File: config.mk
export PLATFORM = sky130hd
export DESIGN_NAME = nibble_serial_adder
export DESIGN_NICKNAME = d
export VERILOG_FILES = /design/src/rtl/nibble_serial_adder_fa4.sv /design/src/rtl/nibble_serial_adder.sv
export SDC_FILE = /design/constraint.sdc
export NUM_CORES = 1
export LEC_CHECK = 0
export BUFFER_PORTS_ARGS = -buffer_cell sky130_fd_sc_hd__buf_2
export CORE_MARGIN = 10
export CORE_UTILIZATION = 48
export DETAILED_ROUTE_END_ITERATION = 7
export HOLD_SLACK_MARGIN = 0.06
export MAX_ROUTING_LAYER = met4
export PLACE_DENSITY_LB_ADDON = 0.08
export SLEW_MARGIN = 20
export SYNTH_ARGS = -nofsm -noshare
export SYNTH_HDL_FRONTEND = slang
export SYNTH_HIERARCHICAL = 1
export SYNTH_SLANG_ARGS = --single-unit
File: constraint.sdc
create_clock -name clk -period 2.9 [get_ports clk]
set_clock_uncertainty 0.2 [all_clocks]
set_input_delay 0.145 -clock clk [delete_from_list [all_inputs] [get_ports clk]]
set_output_delay 0.145 -clock clk [all_outputs]
set_load 0.02 [all_outputs]
File: src/rtl/nibble_serial_adder_fa4.sv
// 4-bit ripple-carry full adder: the one shared arithmetic slice of the
// serial adder. It is purely combinational, and the caller registers the carry.
module fa_4 (
    input  logic [3:0] a,
    input  logic [3:0] b,
    input  logic       ci,
    output logic [3:0] s,
    output logic       co
);

    // Ripple the carry through four single-bit full adders
    always_comb begin
        logic c;
        c = ci;
        s = '0;
        for (int i = 0; i < 4; i++) begin
            s[i] = a[i] ^ b[i] ^ c;
            c    = (a[i] & b[i]) | (a[i] & c) | (b[i] & c);
        end
        co = c;
    end

endmodule

File: src/rtl/nibble_serial_adder.sv
// Multi-cycle WIDTH-bit adder/subtractor. It uses one fa_4 slice and handles
// one nibble per clock, starting with the LSB nibble.
//
// Handshake: a transfer happens on a rising edge where valid && ready are both
// high. The producer keeps valid and its data steady until that edge. The
// consumer may hold ready low for as long as it likes, and the outputs do not
// change while out_valid is high.
module nibble_serial_adder #(
    parameter int WIDTH = 16
) (
    input  logic             clk,
    input  logic             rst_n,
    input  logic             in_valid,
    output logic             in_ready,
    input  logic [WIDTH-1:0] a,
    input  logic [WIDTH-1:0] b,
    input  logic             c_in,
    input  logic             sub,
    output logic             out_valid,
    input  logic             out_ready,
    output logic [WIDTH-1:0] sum,
    output logic             c_out,
    output logic             ovf,
    output logic             busy
);

    localparam int NIB = WIDTH / 4;
    localparam int CW  = (NIB > 1) ? $clog2(NIB) : 1;
    localparam logic [CW-1:0] CNT_LAST = CW'(NIB - 1);

    localparam logic [1:0] S_IDLE = 2'b00;
    localparam logic [1:0] S_RUN  = 2'b01;
    localparam logic [1:0] S_DONE = 2'b10;

    logic [1:0]       state_q, state_d;
    logic [WIDTH-1:0] a_reg_q, a_reg_d;
    logic [WIDTH-1:0] b_reg_q, b_reg_d;
    logic [WIDTH-1:0] sum_reg_q, sum_reg_d;
    logic             carry_q, carry_d;
    logic [CW-1:0]    cnt_q, cnt_d;
    logic             a_msb_q, a_msb_d;
    logic             b_msb_q, b_msb_d;
    logic             c_out_q, c_out_d;
    logic             ovf_q, ovf_d;

    logic [3:0]       fa_s;
    logic             fa_co;
    logic [WIDTH+3:0] sum_shift;

    fa_4 u_fa (
        .a  (a_reg_q[3:0]),
        .b  (b_reg_q[3:0]),
        .ci (carry_q),
        .s  (fa_s),
        .co (fa_co)
    );

    // The new nibble enters at the top, and earlier nibbles move down by 4
    assign sum_shift = {fa_s, sum_reg_q};

    // Single-process control: accept operands, step one nibble, hold result
    always_comb begin
        state_d   = state_q;
        a_reg_d   = a_reg_q;
        b_reg_d   = b_reg_q;
        sum_reg_d = sum_reg_q;
        carry_d   = carry_q;
        cnt_d     = cnt_q;
        a_msb_d   = a_msb_q;
        b_msb_d   = b_msb_q;
        c_out_d   = c_out_q;
        ovf_d     = ovf_q;
        case (state_q)
            S_IDLE: begin
                if (in_valid) begin
                    // Subtract as a + ~b + 1, so the datapath only ever adds
                    a_reg_d = a;
                    b_reg_d = sub ? ~b : b;
                    carry_d = sub ? 1'b1 : c_in;
                    a_msb_d = a[WIDTH-1];
                    b_msb_d = sub ? ~b[WIDTH-1] : b[WIDTH-1];
                    cnt_d   = '0;
                    state_d = S_RUN;
                end
            end
            S_RUN: begin
                sum_reg_d = sum_shift[WIDTH+3:4];
                carry_d   = fa_co;
                a_reg_d   = a_reg_q >> 4;
                b_reg_d   = b_reg_q >> 4;
                cnt_d     = cnt_q + CW'(1);
                if (cnt_q == CNT_LAST) begin
                    c_out_d = fa_co;
                    ovf_d   = (a_msb_q == b_msb_q) && (fa_s[3] != a_msb_q);
                    state_d = S_DONE;
                end
            end
            S_DONE: begin
                if (out_ready) begin
                    state_d = S_IDLE;
                end
            end
            default: state_d = S_IDLE;
        endcase
    end

    // State and datapath registers
    always_ff @(posedge clk or negedge rst_n) begin
        if (!rst_n) begin
            state_q   <= S_IDLE;
            a_reg_q   <= '0;
            b_reg_q   <= '0;
            sum_reg_q <= '0;
            carry_q   <= 1'b0;
            cnt_q     <= '0;
            a_msb_q   <= 1'b0;
            b_msb_q   <= 1'b0;
            c_out_q   <= 1'b0;
            ovf_q     <= 1'b0;
        end else begin
            state_q   <= state_d;
            a_reg_q   <= a_reg_d;
            b_reg_q   <= b_reg_d;
            sum_reg_q <= sum_reg_d;
            carry_q   <= carry_d;
            cnt_q     <= cnt_d;
            a_msb_q   <= a_msb_d;
            b_msb_q   <= b_msb_d;
            c_out_q   <= c_out_d;
            ovf_q     <= ovf_d;
        end
    end

    assign in_ready  = (state_q == S_IDLE);
    assign out_valid = (state_q == S_DONE);
    assign busy      = (state_q != S_IDLE);
    assign sum       = sum_reg_q;
    assign c_out     = c_out_q;
    assign ovf       = ovf_q;

endmodule

==> flow_summary_export.csv <==
group,metric,value,unit
logic_synthesis,yosysTopAreaCell,"dfrtp_1",
critical_path,startpoint_type,"register",
critical_path,reg2reg_depth,11,
clocking,htree_levels,3,
timing,relSlewSlack,67.0,%
floorplanning,die_area,8830,sq um
cells_and_area,layout_commonest_cell,"nand2_1",
clocking,cts_inserted_buffers,9,
critical_path,path_cells,"inv_2, fa_2, inv_2, fa_2, fa_2, inv_2, fa_1, inv_2, or3b_4, o21ai_2, mux2_4",
cells_and_area,post-route-cell-area,3510,sq um
critical_path,arrival,2870,ps
logic_synthesis,synth_area_per_cell,9.52,sq um
power,total_power,3.65,mW
floorplanning,dieWidth,94.0,um
route,drtIter0Drc,82,
timing,holdWs,160,ps
route,ant_nets,0,
timing,drv_slew,0,
cells_and_area,final_core_util,67.4,%
power,ir_drop,0.669,mV
cells_and_area,fin_cells,445,
floorplanning,start_util,50.5,%
route,drt_wl_total,6080,um
timing,fmaxAchievable,357,MHz
critical_path,cp_max_fo,3,
route,vias_per_cell,4.89,
timing,rsz0062_at_grt,"false",
logic_synthesis,ys_types,26,
power,p_per_area,1040,nW/um^2
critical_path,cp.depth,11,
place,portBuffers,58,
critical_path,critPathMostFrequentCell,"inv_2",
clocking,clkTransAtPathRegs,60,ps
clocking,insertion_delay,330,ps
cells_and_area,area_growth_syn_to_layout,33.6,%
critical_path,cp_top_family,"adder cells",
global_routing,grt_pass1_vias,2281,
global_routing,antenna_found_initial,0,
place,dp_cells,393,
route,wire_per_inst,13.7,um
critical_path,cp-end-kind,"register",
global_routing,overflow,0,
clocking,cts_root_buf,"clkbuf_8",
route,first_pass_iters,4,
place,place_congestion,0.762,
power,p_leak,1.80,nW
timing,timing.final.crit_share,96.5,%
global_routing,track_usage,15.6,%
global_routing,grt_max_degree,40,
timing,setup_tns,0,ps
critical_path,path_buf_inv,4,
floorplanning,die_y,94.0,um
route,vias,2178,
logic_synthesis,synth_top_area_share,54.3,%
floorplanning,core-area,5200,sq um
clocking,cts.sinks,57,
cells_and_area,diodes,0,
global_routing,grt_pass1_wl,10700,um
cells_and_area,final_nets,415,
cells_and_area,drive_gt1_share,25.6,%
min_path,hp-class,"in2async",
critical_path,cp_slowest_cell,"fa_1",
logic_synthesis,synthCells,276,
flow_run,drv_cap,0,
timing,finalHoldViolCount,0,
critical_path,slowest_delay,420,ps
timing,setup_slack,100,ps
clocking,clockBufferDepth,2,
logic_synthesis,yosys_register_bits,57,
logic_synthesis,yosysSeqAreaShare,54.3,%
place,post_dp_cell_area,2950,sq um
clocking,cts_tree,"yes",
critical_path,critPathRequiredTime,2970,ps
timing,setup-violations-final,0,
route,drc,0,
critical_path,worstSetupPathType,"reg2reg",
critical_path,rrSetupSlack,100,ps
logic_synthesis,synth_warnings,6,
timing,worstMarginPinSlew,494,ps
logic_synthesis,syn-cell-area,2630,sq um
floorplanning,io_pins,59,
logic_synthesis,yosys-top-cells-area,"dfrtp_1, nand2_1, nand3_1",
logic_synthesis,syn-num-nets,319,
floorplanning,rows,26,
cells_and_area,mostFrequentLayoutCells,"nand2_1, buf_2, dfrtp_1, dlygate4sd3_1, nand3_1",
place,hpwlAfterDp,4030,um
status,status,"completed",
timing,finalCriticalPeriod,2800,ps
place,place_ws,1.52,ps
power breakdown:
part | internal (mW) | total (mW) | switching (mW)
clock | 0.348 | 0.622 | 0.274
combinational | 0.665 | 1.64 | 0.979
sequential | 1.15 | 1.39 | 0.231
total | 2.17 | 3.65 | 1.48
flip-flops by register name, indices dropped and copies added, names as in the netlist:
signal	cells
b_msb_q	1
sum	16
ovf	1
cnt_q	2
a_msb_q	1
state_q	2
b_reg_q	16
c_out	1
a_reg_q	16
carry_q	1
area by class of cell:
class                           instances  area, sq um
Multi-Input combinational cell        190         1080
Fill cell                             465         1700
Clock buffer                           14          163
Inverter                               12         45.0
Sequential cell                        57         1430
Tap cell                               70         87.6
Timing Repair Buffer                  102          711
final timing paths:
check,end,start
max in group asynchronous,a_reg_q[15],rst_n
setup / recovery,ovf,a_reg_q[0]
setup reg to reg,ovf,a_reg_q[0]
min in group clk,b_reg_q[12],sub
hold reg to reg,sum[1],sum[1]
hold / removal,sum[6],rst_n
kinds of logic after synthesis:
family | Yosys count | synth area share (%)
simple gates | 147 | 23.9
flops | 57 | 54.3
fa+ha+maj | 5 | 3.53
xor+xnor | 16 | 5.34
compound gates | 20 | 6.48
mux | 2 | 0.857
buf+inv | 29 | 5.62
worst reg2reg max path: stages (launching register included):
cell and delay (ps):
dfrtp_1 380, inv_2 60, fa_2 190, inv_2 40, fa_2 360, fa_2 360
inv_2 60, fa_1 420, inv_2 80, or3b_4 370, o21ai_2 70, mux2_4 150
per-layer routing:
metal  share of wire (%)  track usage [%]  vias up
met2                  48             23.8       51
met5                   0                -        -
met1                  45             19.0     1026
li1                    -                -     1093
met3                 6.0             5.60        8
met4                 1.2             4.56        0
cell usage after synthesis:
cell type   n
a221o_1    12
buf_1       1
buf_2      10
buf_4       3
buf_6       2
clkbuf_1    1
dfrtp_1    57
fa_1        4
ha_1        1
inv_1      12
mux2_2      2
nand2_1    92
nand2b_1    2
nand3_1    32
nor2_1     13
nor2b_1     1
nor3_1      3
nor3b_2     1
o21ai_0     5
o21ai_2     2
o21bai_1    1
or2_2       1
or3b_2      1
or3b_4      1
xnor2_1    15
xor2_1      1
timing repair:
item / in CTS / in global routing
hold buffers: 36 / 0
gates resized for setup: 1 / 12
hold endpoints to repair: 94 / 0
pin swaps: 0 / 4
buffers inserted: 0 / 2
endpoints found under the setup margin: 1 / 1
Power figures use the tool's default switching activity.
